<file path="config.mk">
export PLATFORM = sky130hd
export DESIGN_NAME = tiny_rv_mem_arb
export DESIGN_NICKNAME = d
export VERILOG_FILES = /design/src/rtl/tiny_rv_pkg.sv /design/src/rtl/tiny_rv_mem_arb.sv
export SDC_FILE = /design/constraint.sdc
export NUM_CORES = 1
export LEC_CHECK = 0
export ABC_CLOCK_PERIOD_IN_PS = 1700
export BUFFER_PORTS_ARGS = -buffer_cell sky130_fd_sc_hd__buf_2
export CORE_MARGIN = 2
export CORE_UTILIZATION = 43
export DETAILED_ROUTE_END_ITERATION = 7
export PLACE_DENSITY = 0.9
export SYNTH_ARGS = -nofsm -noshare
export SYNTH_HDL_FRONTEND = slang
export SYNTH_SLANG_ARGS = --single-unit
export TNS_END_PERCENT = 5
</file>
<file path="constraint.sdc">
create_clock -name i_clk -period 1.7 [get_ports i_clk]
set_input_delay 0.34 -clock i_clk [delete_from_list [all_inputs] [get_ports i_clk]]
set_output_delay 0.34 -clock i_clk [all_outputs]
set_load 0.02 [all_outputs]
</file>
<file path="src/rtl/tiny_rv_pkg.sv">
//----------------------------------------------------------------------------
// Module      : tiny_rv_pkg
// Description : Shared types for the tiny RV instruction/data memory arbiter:
//               arbiter FSM states, transaction owner encoding, counter width.
// Revision    : 1.0 - initial release
//----------------------------------------------------------------------------
`default_nettype none

package tiny_rv_pkg;

    // Arbiter FSM states; one transaction outstanding at a time
    typedef enum logic [1:0] {
        ARB_IDLE = 2'd0,
        ARB_REQ  = 2'd1,
        ARB_RESP = 2'd2
    } arb_state_e;

    // Which requester owns the current memory transaction
    typedef enum logic {
        OWN_IF = 1'b0,
        OWN_DM = 1'b1
    } arb_owner_e;

    // Width of the fetch starvation counter (limit range 1..15)
    localparam int unsigned STARVE_CNT_W = 4;

endpackage : tiny_rv_pkg

`default_nettype wire

</file>
<file path="src/rtl/tiny_rv_mem_arb.sv">
//----------------------------------------------------------------------------
// Module      : tiny_rv_mem_arb
// Description : Arbitrates a fetch port and a load/store port onto a single
//               memory request/response channel. Data accesses win by
//               default; the fetch response can be killed by a pipeline
//               flush. Optional fetch fairness is enabled by defining the
//               macro TINY_RV_ARB_FAIR_EN (STARVE_LIMIT consecutive data
//               grants while fetch waits, then fetch is served).
// Revision    : 1.0 - initial release
//----------------------------------------------------------------------------
`default_nettype none

module tiny_rv_mem_arb
    import tiny_rv_pkg::*;
#(
    parameter int unsigned STARVE_LIMIT = 4
) (
    input  logic        i_clk,
    input  logic        i_reset_n,
    // Fetch port
    input  logic        if_req,
    input  logic [31:0] if_addr,
    output logic        if_gnt,
    output logic        if_rvalid,
    input  logic        if_kill,
    // Load/store port
    input  logic        dm_req,
    input  logic        dm_we,
    input  logic [3:0]  dm_be,
    input  logic [31:0] dm_addr,
    input  logic [31:0] dm_wdata,
    output logic        dm_gnt,
    output logic        dm_rvalid,
    // Shared response data
    output logic [31:0] rdata,
    // Memory request channel
    output logic        mem_req,
    output logic        mem_we,
    output logic [3:0]  mem_be,
    output logic [31:0] mem_addr,
    output logic [31:0] mem_wdata,
    // Memory accept/response channel
    input  logic        mem_gnt,
    input  logic        mem_rvalid,
    input  logic [31:0] mem_rdata
);

    localparam logic [STARVE_CNT_W-1:0] c_starve_limit = STARVE_CNT_W'(STARVE_LIMIT);

    arb_state_e         r_state;
    arb_state_e         w_state_nxt;
    arb_owner_e         r_owner;
    logic               r_we;
    logic [3:0]         r_be;
    logic [31:0]        r_addr;
    logic [31:0]        r_wdata;
    logic               r_drop;

    logic               w_any_req;
    logic               w_force_if;
    logic               w_pick_if;

    assign w_any_req = if_req | dm_req;
    // Fetch wins only when data is not asking, or fairness overrides data
    assign w_pick_if = if_req & (~dm_req | w_force_if);

`ifdef TINY_RV_ARB_FAIR_EN
    logic [STARVE_CNT_W-1:0] r_starve_cnt;

    assign w_force_if = (r_starve_cnt >= c_starve_limit);

    // Count data wins taken while fetch was waiting; a fetch win clears it
    always_ff @(posedge i_clk or negedge i_reset_n) begin
        if (!i_reset_n) begin
            r_starve_cnt <= '0;
        end else if ((r_state == ARB_IDLE) && w_any_req) begin
            if (w_pick_if) begin
                r_starve_cnt <= '0;
            end else if (if_req) begin
                r_starve_cnt <= r_starve_cnt + 1'b1;
            end
        end
    end
`else
    logic w_unused_cfg;

    assign w_force_if   = 1'b0;
    assign w_unused_cfg = ^c_starve_limit;
`endif

    // FSM state register
    always_ff @(posedge i_clk or negedge i_reset_n) begin
        if (!i_reset_n) begin
            r_state <= ARB_IDLE;
        end else begin
            r_state <= w_state_nxt;
        end
    end

    // Latch the winner's request in IDLE; track fetch kills while it is in flight
    always_ff @(posedge i_clk or negedge i_reset_n) begin
        if (!i_reset_n) begin
            r_owner <= OWN_IF;
            r_we    <= 1'b0;
            r_be    <= '0;
            r_addr  <= '0;
            r_wdata <= '0;
            r_drop  <= 1'b0;
        end else begin
            case (r_state)
                ARB_IDLE: begin
                    r_drop <= 1'b0;
                    if (w_any_req) begin
                        if (w_pick_if) begin
                            r_owner <= OWN_IF;
                            r_we    <= 1'b0;
                            r_be    <= 4'hF;
                            r_addr  <= if_addr;
                            r_wdata <= '0;
                        end else begin
                            r_owner <= OWN_DM;
                            r_we    <= dm_we;
                            r_be    <= dm_be;
                            r_addr  <= dm_addr;
                            r_wdata <= dm_wdata;
                        end
                    end
                end
                ARB_REQ, ARB_RESP: begin
                    if (if_kill && (r_owner == OWN_IF)) begin
                        r_drop <= 1'b1;
                    end
                end
                default: begin
                    r_drop <= 1'b0;
                end
            endcase
        end
    end

    // Next state and all handshake/datapath outputs; everything idles at zero
    always_comb begin
        w_state_nxt = r_state;
        if_gnt      = 1'b0;
        dm_gnt      = 1'b0;
        if_rvalid   = 1'b0;
        dm_rvalid   = 1'b0;
        rdata       = '0;
        mem_req     = 1'b0;
        mem_we      = 1'b0;
        mem_be      = '0;
        mem_addr    = '0;
        mem_wdata   = '0;

        case (r_state)
            ARB_IDLE: begin
                if (w_any_req) begin
                    w_state_nxt = ARB_REQ;
                end
            end
            ARB_REQ: begin
                mem_req   = 1'b1;
                mem_we    = r_we;
                mem_be    = r_be;
                mem_addr  = r_addr;
                mem_wdata = r_wdata;
                if (mem_gnt) begin
                    if (r_owner == OWN_IF) begin
                        if_gnt = 1'b1;
                    end else begin
                        dm_gnt = 1'b1;
                    end
                    w_state_nxt = ARB_RESP;
                end
            end
            ARB_RESP: begin
                if (mem_rvalid) begin
                    if (r_owner == OWN_DM) begin
                        dm_rvalid = 1'b1;
                        rdata     = mem_rdata;
                    end else if (!r_drop && !if_kill) begin
                        if_rvalid = 1'b1;
                        rdata     = mem_rdata;
                    end
                    w_state_nxt = ARB_IDLE;
                end
            end
            default: begin
                w_state_nxt = ARB_IDLE;
            end
        endcase
    end

endmodule : tiny_rv_mem_arb

`default_nettype wire

</file>
-- After elaboration in Yosys (flattened, before gate mapping)
Index checks and enable logic that the tools add are counted.
- output and inout port bits: 106
- flip-flop bits (word level): 73
- bitwise gates (word level): 4
- reductions and logical operators: 8
- mux-type cells: 32
- equality and inequality tests: 6
- operators by type and width (cell ; number):
    $mux W32 ; 8
    $mux W1 ; 18
    $mux W4 ; 2
    $ne A2 B2 Y1 const B ; 4
    $mux W2 ; 3
    $pmux W2 S3 ; 1
    $reduce_and A3 Y1 ; 1
    $eq A2 B1 Y1 const B ; 1
    $eq A2 B2 Y1 const B ; 1
    $logic_and A1 B1 Y1 ; 2
    $logic_not A1 Y1 ; 2
    $logic_not A2 Y1 ; 1
    $not A1 Y1 ; 2
    $reduce_and A2 Y1 ; 1
    $reduce_or A2 Y1 ; 1
    $and A1 B1 Y1 ; 1
    $or A1 B1 Y1 ; 1

-- Longest topological paths before layout
- depth in word-level cells: 6
- mapped depth: 8
- gate-level depth less buffers: 5

-- Worst setup path after synthesis
OpenSTA, ideal clock, no wires.
- path kind: flip-flop to output port
- from: reg r_state[1]
- to: out if_gnt
- arrival time: 1.467 ns
- path slack: -0.107 ns
- stages on the path, launching flop included: 7
- buffers on the path: 2
- path through: dfrtp_1 -> inv_1 -> ha_1 -> buf_2 -> clkbuf_1 -> nand2_1 -> nor2_1
- cells in the longest elaborated chain, start to end: 2
- ends and longest elaborated chain (element ; line ; text):
    from (decl) ; tiny_rv_mem_arb.sv:50 ; arb_state_e r_state;
    from (signal assigned) ; tiny_rv_mem_arb.sv:96 ; r_state <= w_state_nxt;
    $eq A2 B1 Y1 ; tiny_rv_mem_arb.sv:155 ; case (r_state)
    $mux W1 ; tiny_rv_mem_arb.sv:155 ;
    to (decl) ; tiny_rv_mem_arb.sv:23 ; output logic if_gnt,
Every way passes these cells.

-- Worst setup path in the final report
- from: reg r_state[0]
- to: out rdata[30]
- cells in the longest elaborated chain, start to end: 2
- ends and longest elaborated chain (element ; line ; text):
    $eq A2 B2 Y1 ; tiny_rv_mem_arb.sv:155 ;
    $mux W32 ; tiny_rv_mem_arb.sv:155 ;
    to (decl) ; tiny_rv_mem_arb.sv:35 ; output logic [31:0] rdata,
Every way passes these cells.

==> results.py <==
metrics = {
    "route": {
        "first_pass_iters": 4,
        "drc_errors": 0,
        "vias": 3812,
        "finalWirelength_um": 12850,
        "vias_per_cell": 5.222,
        "wl_per_cell_um": 17.60,
        "ant_nets": 0,
        "drt_iter0_drc": 189,
    },
    "floorplanning": {
        "fp.dieH_um": 98.70,
        "placementRows": 34,
        "die_w_um": 98.70,
        "io_pins": 246,
        "start_util_pct": 44.22,
        "die_area_sq_um": 9742,
        "core_sq_um": 8721,
    },
    "final_layout": {
        "n_antenna_cell": 0,
        "area_growth_pct": 61.78,
        "final_nets": 760,
        "fin_cells": 730,
        "stdcell_area_sq_um": 6238,
        "drive_gt1_share_pct": 56.27,
        "fin_util_pct": 71.54,
    },
    "clock_tree": {
        "cts_buffers": 9,
        "ctsRootBufferMaster": "clkbuf_8",
        "path_clk_slew_ps": 80,
        "clock_path_buffers": 2,
        "cts_tree": "done",
        "insertion_delay_ps": 340,
        "ctsHoldBuffers": 0,
        "htreeDepth": 3,
        "cts.sinks": 73,
    },
    "timing": {
        "slew-limit-headroom_pct": 68.15,
        "period_needed_ps": 1993,
        "skew_ps": 8.867,
        "rsz0062_at_grt": "true",
        "setup_violations": 106,
        "hold_viol": 0,
        "tightest_slew_ps": 477.8,
        "drv_slew": 0,
        "fmax_ghz": 0.5018,
        "timing.final.ws_setup_ps": -292.7,
        "fin_crit_sh_pct": 117.2,
    },
    "yosys": {
        "async_flop_share_pct": 100.0,
        "yosysTopAreaCell": "dfrtp_1",
        "synth_warnings": 0,
        "synth_top_area_share_pct": 47.37,
        "synth.avg_cell_area_sq_um": 10.28,
        "synth_cell_types": 28,
        "syn_inst": 375,
        "yosys-top-cells-area": "dfrtp_1 (47%), and2_1 (16%), a32o_1 (8.6%), mux2i_1 (8.3%), nand2_1 (3.8%)",
        "synth.ff_latch_count": 73,
        "syn_nets": 518,
        "netlist_area_sq_um": 3856,
        "synth_edf_count": 0,
        "ys.flop_type": "dfrtp_1",
        "synth_seq_area_share_pct": 47.37,
    },
    "global_route": {
        "grt_pass1_vias": 3838,
        "antenna_found_initial": 0,
        "use_met3_pct": 5.532,
        "grt_usage_pct": 23.82,
        "grt_start_max_net_pins": 79,
        "grt_pass1_wl_um": 18570,
        "grt_busiest_layer": "met2",
        "overflow": 0,
        "grt_use_met1_pct": 26.87,
        "globalRouteMet2Util_pct": 44.48,
    },
    "pwr": {
        "power_mw": 10.01,
        "p_per_area_nw_per_um2": 1604,
        "ir_drop_v": 0.0008273,
        "p_leak_nw": 3.115,
    },
    "placed_design": {
        "io_buffers": 245,
        "dp_hpwl_um": 7909,
        "pre_cts_ws_ps": -34.93,
        "placed_cell_area_sq_um": 5130,
        "dp_cells": 705,
        "place_congestion": 0.8089,
    },
    "setup_path": {
        "cp.required_ps": 1360,
        "end_kind": "output pin",
        "crit_type": "flop to output pin",
        "path_max_fanout": 8,
        "cp.arrival_ps": 1650,
        "start_kind": "flop",
    },
    "run_status": {
        "outcome": "finished with violations",
        "violations": "negative setup slack",
    },
    "flow_run": {
        "drv_cap": 0,
    },
    "min_path": {
        "min_path_type": "primary input to async pin",
    },
}
[layout make-up]
type / count / area (sq um)
Fill cell: 605 / 2482
Clock buffer: 10 / 137.6
Tap cell: 108 / 135.1
Sequential cell: 73 / 1827
Multi-Input combinational cell: 266 / 2004
Timing Repair Buffer: 265 / 2083
Clock inverter: 6 / 43.79
Inverter: 2 / 7.507
[state kept, by name (all words and copies together) (netlist names)]
signal	flops
r_addr	32
r_state	2
r_we	1
r_drop	1
r_owner	1
r_wdata	32
r_be	4
[path summary, 6_finish.rpt]
path | from | endpoint | slack (ps) | cells after the start
worst max-delay path | r_state[0]$_DFFE_PN0P_ | rdata[30] | -290 | 7
worst min-delay path | i_reset_n | r_be[2]$_DFFE_PN0P_ | 50 | 2
worst max register to register | r_state[0]$_DFFE_PN0P_ | r_state[1]$_DFFE_PN0P_ | 90 | 5
worst min register to register | r_addr[5]$_DFFE_PN0P_ | r_addr[5]$_DFFE_PN0P_ | 480 | 2
max in group asynchronous | i_reset_n | r_wdata[21]$_DFFE_PN0P_ | 1290 | 2
min in group i_clk | dm_wdata[13] | r_wdata[13]$_DFFE_PN0P_ | 250 | 2
[cells in the final DEF, fill, tap and decap left out, types with 2 or more instances in the layout]
cell type   Yosys  layout
a32o_1         33      33
and2_1        101      45
and2_4          0      56
buf_12          4       4
buf_2           7     140
buf_4           1      24
buf_6           2      95
clkbuf_8        0      10
clkinvlp_4      0       4
dfrtp_1        73      73
ha_4            0       2
inv_2           0       2
mux2i_1        32      32
nand2_1        39      38
nor2_1          7       5
nor2b_1         3       3
o21ai_0         9       9
o21ai_1        28      28
[per-layer routing]
layer / share of wire [%] / wire length, um
met2: 54 / 7000
met1: 36 / 4685
met3: 6.4 / 827
met5: 0 / 0
met4: 2.6 / 334
[through the flow]
stage / hold slack (ps) / setup TNS (ps)
6_report: 52.03 / -23710
5_1_grt: 71.14 / -31880
4_1_cts: 47.06 / -20020
3_5_place_dp: 421.9 / -740.4
3_3_place_gp: 416.1 / 0
2_1_floorplan: 44.41 / 0
[cell families (layout without fill, tap and decap cells)]
| kind of cell | after synthesis | in the layout | synth area share, % |
|---|---|---|---|
| buf+inv | 36 | 283 | 6.035 |
| simple gates | 155 | 155 | 22.32 |
| fa+ha+maj | 3 | 3 | 0.9735 |
| compound gates | 75 | 75 | 14.70 |
| mux | 33 | 33 | 8.598 |
| flops | 73 | 73 | 47.37 |
[what timing repair did]
| item | 4_1_cts | 5_1_grt |
|---|---|---|
| gates cloned | 4 | 1 |
| endpoints found under the setup margin | 105 | 107 |
| buffers inserted | 2 | 2 |
| endpoints found under the hold margin | 0 | 0 |
| pin swaps | 3 | 25 |
| gates resized for setup | 176 | 98 |
[power breakdown]
part	total, mW	switching (mW)	internal (mW)
registers	3.09	0.486	2.60
logic	5.70	2.87	2.83
clock network	1.22	0.652	0.569
[synthesized netlist by cell type (3+ instances only)]
| master | instances |
|---|---|
| a32o_1 | 33 |
| and2_1 | 101 |
| buf_12 | 4 |
| buf_2 | 7 |
| clkbuf_1 | 14 |
| clkbuf_2 | 4 |
| dfrtp_1 | 73 |
| ha_1 | 3 |
| mux2i_1 | 32 |
| nand2_1 | 39 |
| nor2_1 | 7 |
| nor2b_1 | 3 |
| o21ai_0 | 9 |
| o21ai_1 | 28 |
[critical path, cell delays in order, from the launching register on]
cell,delay (ps)
dfrtp_1,400
inv_2,90
ha_4,160
nand2_4,50
nor2_4,180
buf_6,160
and2_1,160
buf_6,120
Note: power is estimated with default switching activity, not from simulation.
